**config.mk**
```make
export PLATFORM = sky130hd
export DESIGN_NAME = z80_wait_gen
export DESIGN_NICKNAME = d
export VERILOG_FILES = /design/src/rtl/z80_bus_pkg.sv /design/src/rtl/z80_wait_gen.sv
export SDC_FILE = /design/constraint.sdc
export NUM_CORES = 1
export LEC_CHECK = 0
export CORE_AREA = 2 2 39 41
export DETAILED_ROUTE_END_ITERATION = 16
export DIE_AREA = 0 0 41 43
export SYNTH_ARGS = -nofsm -noshare
export SYNTH_HDL_FRONTEND = slang
export SYNTH_SLANG_ARGS = --single-unit
```
**constraint.sdc**
```tcl
create_clock -name clk_i -period 2.2 [get_ports clk_i]
set_input_delay 0.33 -clock clk_i [delete_from_list [all_inputs] [get_ports clk_i]]
set_output_delay 0.33 -clock clk_i [all_outputs]
set_load 0.02 [all_outputs]
```
**src/rtl/z80_bus_pkg.sv**
```systemverilog
// rtl/z80_bus_pkg.sv - shared types and constants for the z80 bus environment
// Purpose: access-kind and bus-request state encodings used by the bus model
//          and its wait generator, plus the value returned on an idle read bus.
package z80_bus_pkg;

  typedef enum logic [1:0] {
    ACC_FETCH = 2'd0,
    ACC_MRD   = 2'd1,
    ACC_MWR   = 2'd2,
    ACC_IO    = 2'd3
  } acc_kind_t;

  typedef enum logic [1:0] {
    BR_IDLE    = 2'd0,
    BR_REQ     = 2'd1,
    BR_GRANT   = 2'd2,
    BR_RELEASE = 2'd3
  } br_state_t;

  localparam logic [7:0] IO_UNMAPPED = 8'hFF;

  // Width of the wait-state counter; wait settings above 255 are truncated.
  localparam int WAIT_CW = 8;

endpackage

```
**src/rtl/z80_wait_gen.sv**
```systemverilog
// rtl/z80_wait_gen.sv - programmable wait-state generator driving nWAIT
// Purpose: loads a per-kind wait count when an access starts and holds nWAIT
//          low (registered) until the count drains or the strobes drop.
// Ports:
//   clk_i, rst_n_i  clock, asynchronous active-low reset
//   start_i         access-start pulse (one cycle)
//   kind_i          kind of the access starting this cycle
//   active_i        any access strobe currently active
//   nwait_o         registered wait request to the core (active low)
module z80_wait_gen
  import z80_bus_pkg::*;
#(
  parameter int WAIT_M1  = 0,
  parameter int WAIT_MEM = 0,
  parameter int WAIT_IO  = 0
) (
  input  logic      clk_i,
  input  logic      rst_n_i,
  input  logic      start_i,
  input  acc_kind_t kind_i,
  input  logic      active_i,
  output logic      nwait_o
);

  localparam logic [WAIT_CW-1:0] W_M1  = WAIT_CW'(WAIT_M1);
  localparam logic [WAIT_CW-1:0] W_MEM = WAIT_CW'(WAIT_MEM);
  localparam logic [WAIT_CW-1:0] W_IO  = WAIT_CW'(WAIT_IO);

  logic [WAIT_CW-1:0] cnt_q, cnt_d, load_val;
  logic               nwait_q, nwait_d;

  always_comb begin
    load_val = W_MEM;
    case (kind_i)
      ACC_FETCH: load_val = W_M1;
      ACC_IO:    load_val = W_IO;
      default:   load_val = W_MEM;
    endcase
  end

  // nWAIT tracks "count still non-zero after this edge", so a load of N
  // gives exactly N low cycles starting the cycle after the start edge.
  always_comb begin
    cnt_d   = cnt_q;
    nwait_d = 1'b1;
    if (start_i) begin
      cnt_d   = load_val;
      nwait_d = (load_val == '0);
    end else if (!active_i) begin
      cnt_d   = '0;
      nwait_d = 1'b1;
    end else if (cnt_q != '0) begin
      cnt_d   = cnt_q - 1'b1;
      nwait_d = (cnt_q == WAIT_CW'(1));
    end
  end

  always_ff @(posedge clk_i or negedge rst_n_i) begin
    if (!rst_n_i) begin
      cnt_q   <= '0;
      nwait_q <= 1'b1;
    end else begin
      cnt_q   <= cnt_d;
      nwait_q <= nwait_d;
    end
  end

  assign nwait_o = nwait_q;

endmodule

```
Word-level counts from Yosys, hierarchy flattened
Cells that the tools add are included.
- register bits after elaboration: 9
- bits in latches: 0
- memory bits (writable): 0
- bits in read-only memories: 0
- word-level logic and storage cells: 12
- memories kept: 0
- add/sub/neg operators: 1
- multipliers: 0
- div/mod/pow operators: 0
- $lt $le $gt $ge: 0
- equality and inequality tests: 2
- shift operators: 0
- multiplexer cells: 6
- bitwise gates (word level): 0
- reductions and logical operators: 1
- operators with widths (kind ; number):
    8-bit two-way mux ; 3
    8-bit by 1-bit == test with 1-bit output, second input constant ; 1
    8-bit nonzero test ; 1
    8-bit by 1-bit subtractor with 8-bit output, second input constant ; 1
    1-bit two-way mux ; 3
    3-bit by 2-bit inequality test with 1-bit output, second input constant ; 1

Depth between registers and ports, before layout
- depth after elaboration: 4
- depth in mapped cells: 6
- mapped depth without buffers: 5

Least setup slack after synthesis
OpenSTA, ideal clock, no wires.
- path kind: flip-flop to flip-flop
- start: register cnt_q[0]
- end: register cnt_q[6]
- arrival: 1729 ps
- path slack: 394 ps
- stages on the path, launching flop included: 7
- cell sequence: dfrtp_1 inv_1 ha_1 or3b_1 buf_6 or4b_1 a21oi_1
- longest elaborated chain between the ends: 4
- elaborated cells on any way between the ends: 6
- RTL lines (what ; RTL line ; text):
    start, declared ; z80_wait_gen.sv:29 ; logic [WAIT_CW-1:0] cnt_q, cnt_d, load_val;
    start signal, assigned ; z80_wait_gen.sv:63 ; cnt_q <= cnt_d;
    8-bit by 1-bit subtractor with 8-bit output ; z80_wait_gen.sv:53 ; cnt_d = cnt_q - 1'b1;
    8-bit two-way mux ; z80_wait_gen.sv:52 ; end else if (cnt_q != '0) begin
    8-bit two-way mux ; z80_wait_gen.sv:49 ; end else if (!active_i) begin
    8-bit two-way mux ; z80_wait_gen.sv:46 ; if (start_i) begin
Several ways; a longest one is shown, not always the timed one. The select of a mux whose other input is x is not followed.
A chain may end at the register's enable or synchronous reset.

Worst setup path in the final report
Same ends and word-level chain as after synthesis.

==> impl_summary.md <==
Outcome
The run finished with clean final reports.

STA
Setup repair after global routing left no endpoint under its margin. The number of hold violations in the final report is 0. Setup violations remaining at the end of the flow were counted as 0. The worst pin sits at a relative slew slack of 67.3%. The largest clock skew in the final design is 7.83 ps. After layout, the worst path uses 80.9% of the clock period. For the pin with the worst max-slew slack, the measured transition is 485 ps. Adding up every negative setup slack in the final design gives 0 ps. The final period demand of the worst path is 1780 ps. The peak clock frequency supported by timing is 562 MHz. The max-slew violation count is 0.

Global routing
The via count of the first global-routing pass is 402. Entering global routing, the biggest net connects 11 pins. The wire length of the first global-routing pass is 1.66 mm. Global routing finished with a remaining overflow of 0. The global-route usage over all layers is 14.9%.

The initial antenna violation count is 0.

Hold path
The kind of path behind the tightest hold check is in2async.

Pwr
The leakage power is 0.256 nW. The maximum VDD drop is 554 µV. For this design the ratio of total power to cell area is 1680 nW/µm². The design draws 0.974 mW.

Drt
The mean number of vias per cell is 5.36. After detailed routing, the total wire length is 933 µm. Across all layers, the routed design uses 402 vias. The detailed router finished its first iteration with 3 violations.

After detailed routing, the number of remaining DRC violations is 0. The total iterations of the first detailed-routing run is 2. The number of antenna-violating nets in the routed design is 0. The wire length per cell is 12.4 µm.

Yosys
The share of flip-flops with an asynchronous set or reset after synthesis is 100%. After synthesis, flip-flops and latches occupy 45.2% of the total area. The flip-flop and latch count after synthesis is 9. During synthesis, Yosys emitted a total of 0 warnings. The prevailing post-synth register cell is sky130_fd_sc_hd__dfrtp_1. The post-synthesis cell count is 52.

The number of flops mapped to enable cells by yosys is 0. After synthesis the cells add up to 500 µm². The post-synthesis area per instance is 9.62 µm². The number of different library cells used by synthesis comes to 26. The net count after synthesis is 60.

Layout
Counting the fill cells in the layout gives 143. The layout cell share with drive strength beyond 1 is 10.2%. The utilization after layout is 41.8%.

The repair_antennas step left the layout with diodes totalling 0. The sequential cells in the finished layout cover a total of 226 µm². The area growth from synthesis to layout is 15.5%. The area used by multi-input combinational logic is 239 µm².

The final layout contains 68 nets.

Floorplanning
The total area inside the core boundary comes to 1380 µm². The die outline area is 1760 µm². The floorplan has 14 rows. The initial cell density of the core is 36.2%. The die height is 43 µm. Measured along the x axis, the die boundary spans 41 µm. In this run the count of I/O pins placed on the die edge is 7.

Flow run
Max-cap violations in this run came to 0.

Clock tree
TritonCTS built the clock tree. The number of buffers inserted by hold repair at cts is 0. CTS built an H-tree with a depth of 1.

The clock reaches the later pin of the worst-skew pair after 270 ps. The clock slew at the register clock pins of the worst setup and hold paths is 70 ps. The number of gates resized after CTS was 0. The root buffer cell is sky130_fd_sc_hd__clkbuf_4. The number of buffers on the longest clock path is 2.

In this run, CTS created clock tree buffers numbering 3. The buffer count from post-CTS setup fixing is 0. CTS saw 9 sinks.

Placement
The routability congestion estimate from global placement is 0.677. After legalization and detailed placement, the total HPWL measured 668 µm. In this run the tool buffered the top-level ports with 4 buffer cells.

Worst setup path
The register-to-register setup slack is 420 ps. The category of the worst setup path capture point is a register. The arrival time of the worst setup path is 1960 ps. The startpoint class of the critical path is a register. Data on the critical path is required at its endpoint by 2380 ps. The setup path with the least slack is of type reg2reg.

Of all nets on the critical path, the largest fanout is 7.
worst paths after layout:
check,start,to,depth (start not counted)
hold / removal,rst_n_i,cnt_q[2],1
setup / recovery,cnt_q[0],cnt_q[6],5
hold reg to reg,cnt_q[3],nwait_o,1
setup reg to reg,cnt_q[0],cnt_q[6],5
min in group clk_i,cnt_q[3],nwait_o,1
max in group asynchronous,rst_n_i,nwait_o,1
per-stage QoR:
stage	setup slack (ps)	instance area, µm²	std cells	hold slack, ps
2_1_floorplan	394	500	52	34.4
3_3_place_gp	449	552	71	516
3_5_place_dp	434	552	71	523
4_1_cts	417	578	75	378
5_1_grt	321	578	75	375
6_report	421	578	75	360
final cells by class:
cell class | count | share of cell area (%)
clock buffers | 4 | 4.55
inverters | 5 | 3.25
multi-input cells | 36 | 41.3
flip-flops and latches | 9 | 39.2
well taps | 16 | 3.46
repair buffers | 5 | 8.23
state kept, by name (all words and copies together), names as in the netlist:
signal and cells:
cnt_q 8, nwait_o 1
Yosys cell counts, types with 2 or more instances:
library cell              instances  area, µm²
sky130_fd_sc_hd__dfrtp_1          8        200
sky130_fd_sc_hd__ha_1             2       25.0
sky130_fd_sc_hd__o31ai_1          2       15.0
sky130_fd_sc_hd__or4_1            2       15.0
sky130_fd_sc_hd__nor3_1           3       15.0
sky130_fd_sc_hd__nand2_1          2       7.51
sky130_fd_sc_hd__inv_1            5       18.8
sky130_fd_sc_hd__a21oi_1          6       30.0
sky130_fd_sc_hd__o21ai_0          5       25.0
per-layer routing:
metal,GRT usage (%),wire length (µm)
met1,17.0,425
met2,21.6,448
met3,4.71,26
met4,12.0,32
met5,0,0
cells in the final DEF, fill, tap and decap left out, types with 2 or more instances in the layout:
cell type / instances
sky130_fd_sc_hd__ha_1: 2
sky130_fd_sc_hd__or4_1: 2
sky130_fd_sc_hd__nor3_1: 3
sky130_fd_sc_hd__clkbuf_4: 3
sky130_fd_sc_hd__clkdlybuf4s50_1: 4
sky130_fd_sc_hd__nand2_1: 2
sky130_fd_sc_hd__a21oi_1: 6
sky130_fd_sc_hd__o21ai_0: 5
sky130_fd_sc_hd__o31ai_1: 2
sky130_fd_sc_hd__dfrtp_1: 8
sky130_fd_sc_hd__inv_1: 5
logic make-up (layout without fill, tap and decap cells):
logic type | Yosys count | count (layout) | synth area share (%)
flip-flops | 9 | 9 | 45.3
AND/OR/NAND/NOR | 17 | 17 | 21.8
AO/OA/AOI/OAI | 17 | 17 | 21.0
buffers and inverters | 7 | 14 | 7.00
adder cells (fa/ha/maj) | 2 | 2 | 5.00
power by group:
part           switching (mW)  internal (mW)  total (mW)
combinational           0.291          0.249       0.540
sequential             0.0692          0.233       0.303
clock                  0.0607         0.0700       0.131
worst max-delay path: stages, from the launching register on:
cell	delay, ps
sky130_fd_sc_hd__dfrtp_1	440
sky130_fd_sc_hd__inv_1	80
sky130_fd_sc_hd__ha_1	200
sky130_fd_sc_hd__or3b_1	370
sky130_fd_sc_hd__or4b_1	470
sky130_fd_sc_hd__a21oi_1	150
Power figures use the tool's default switching activity.
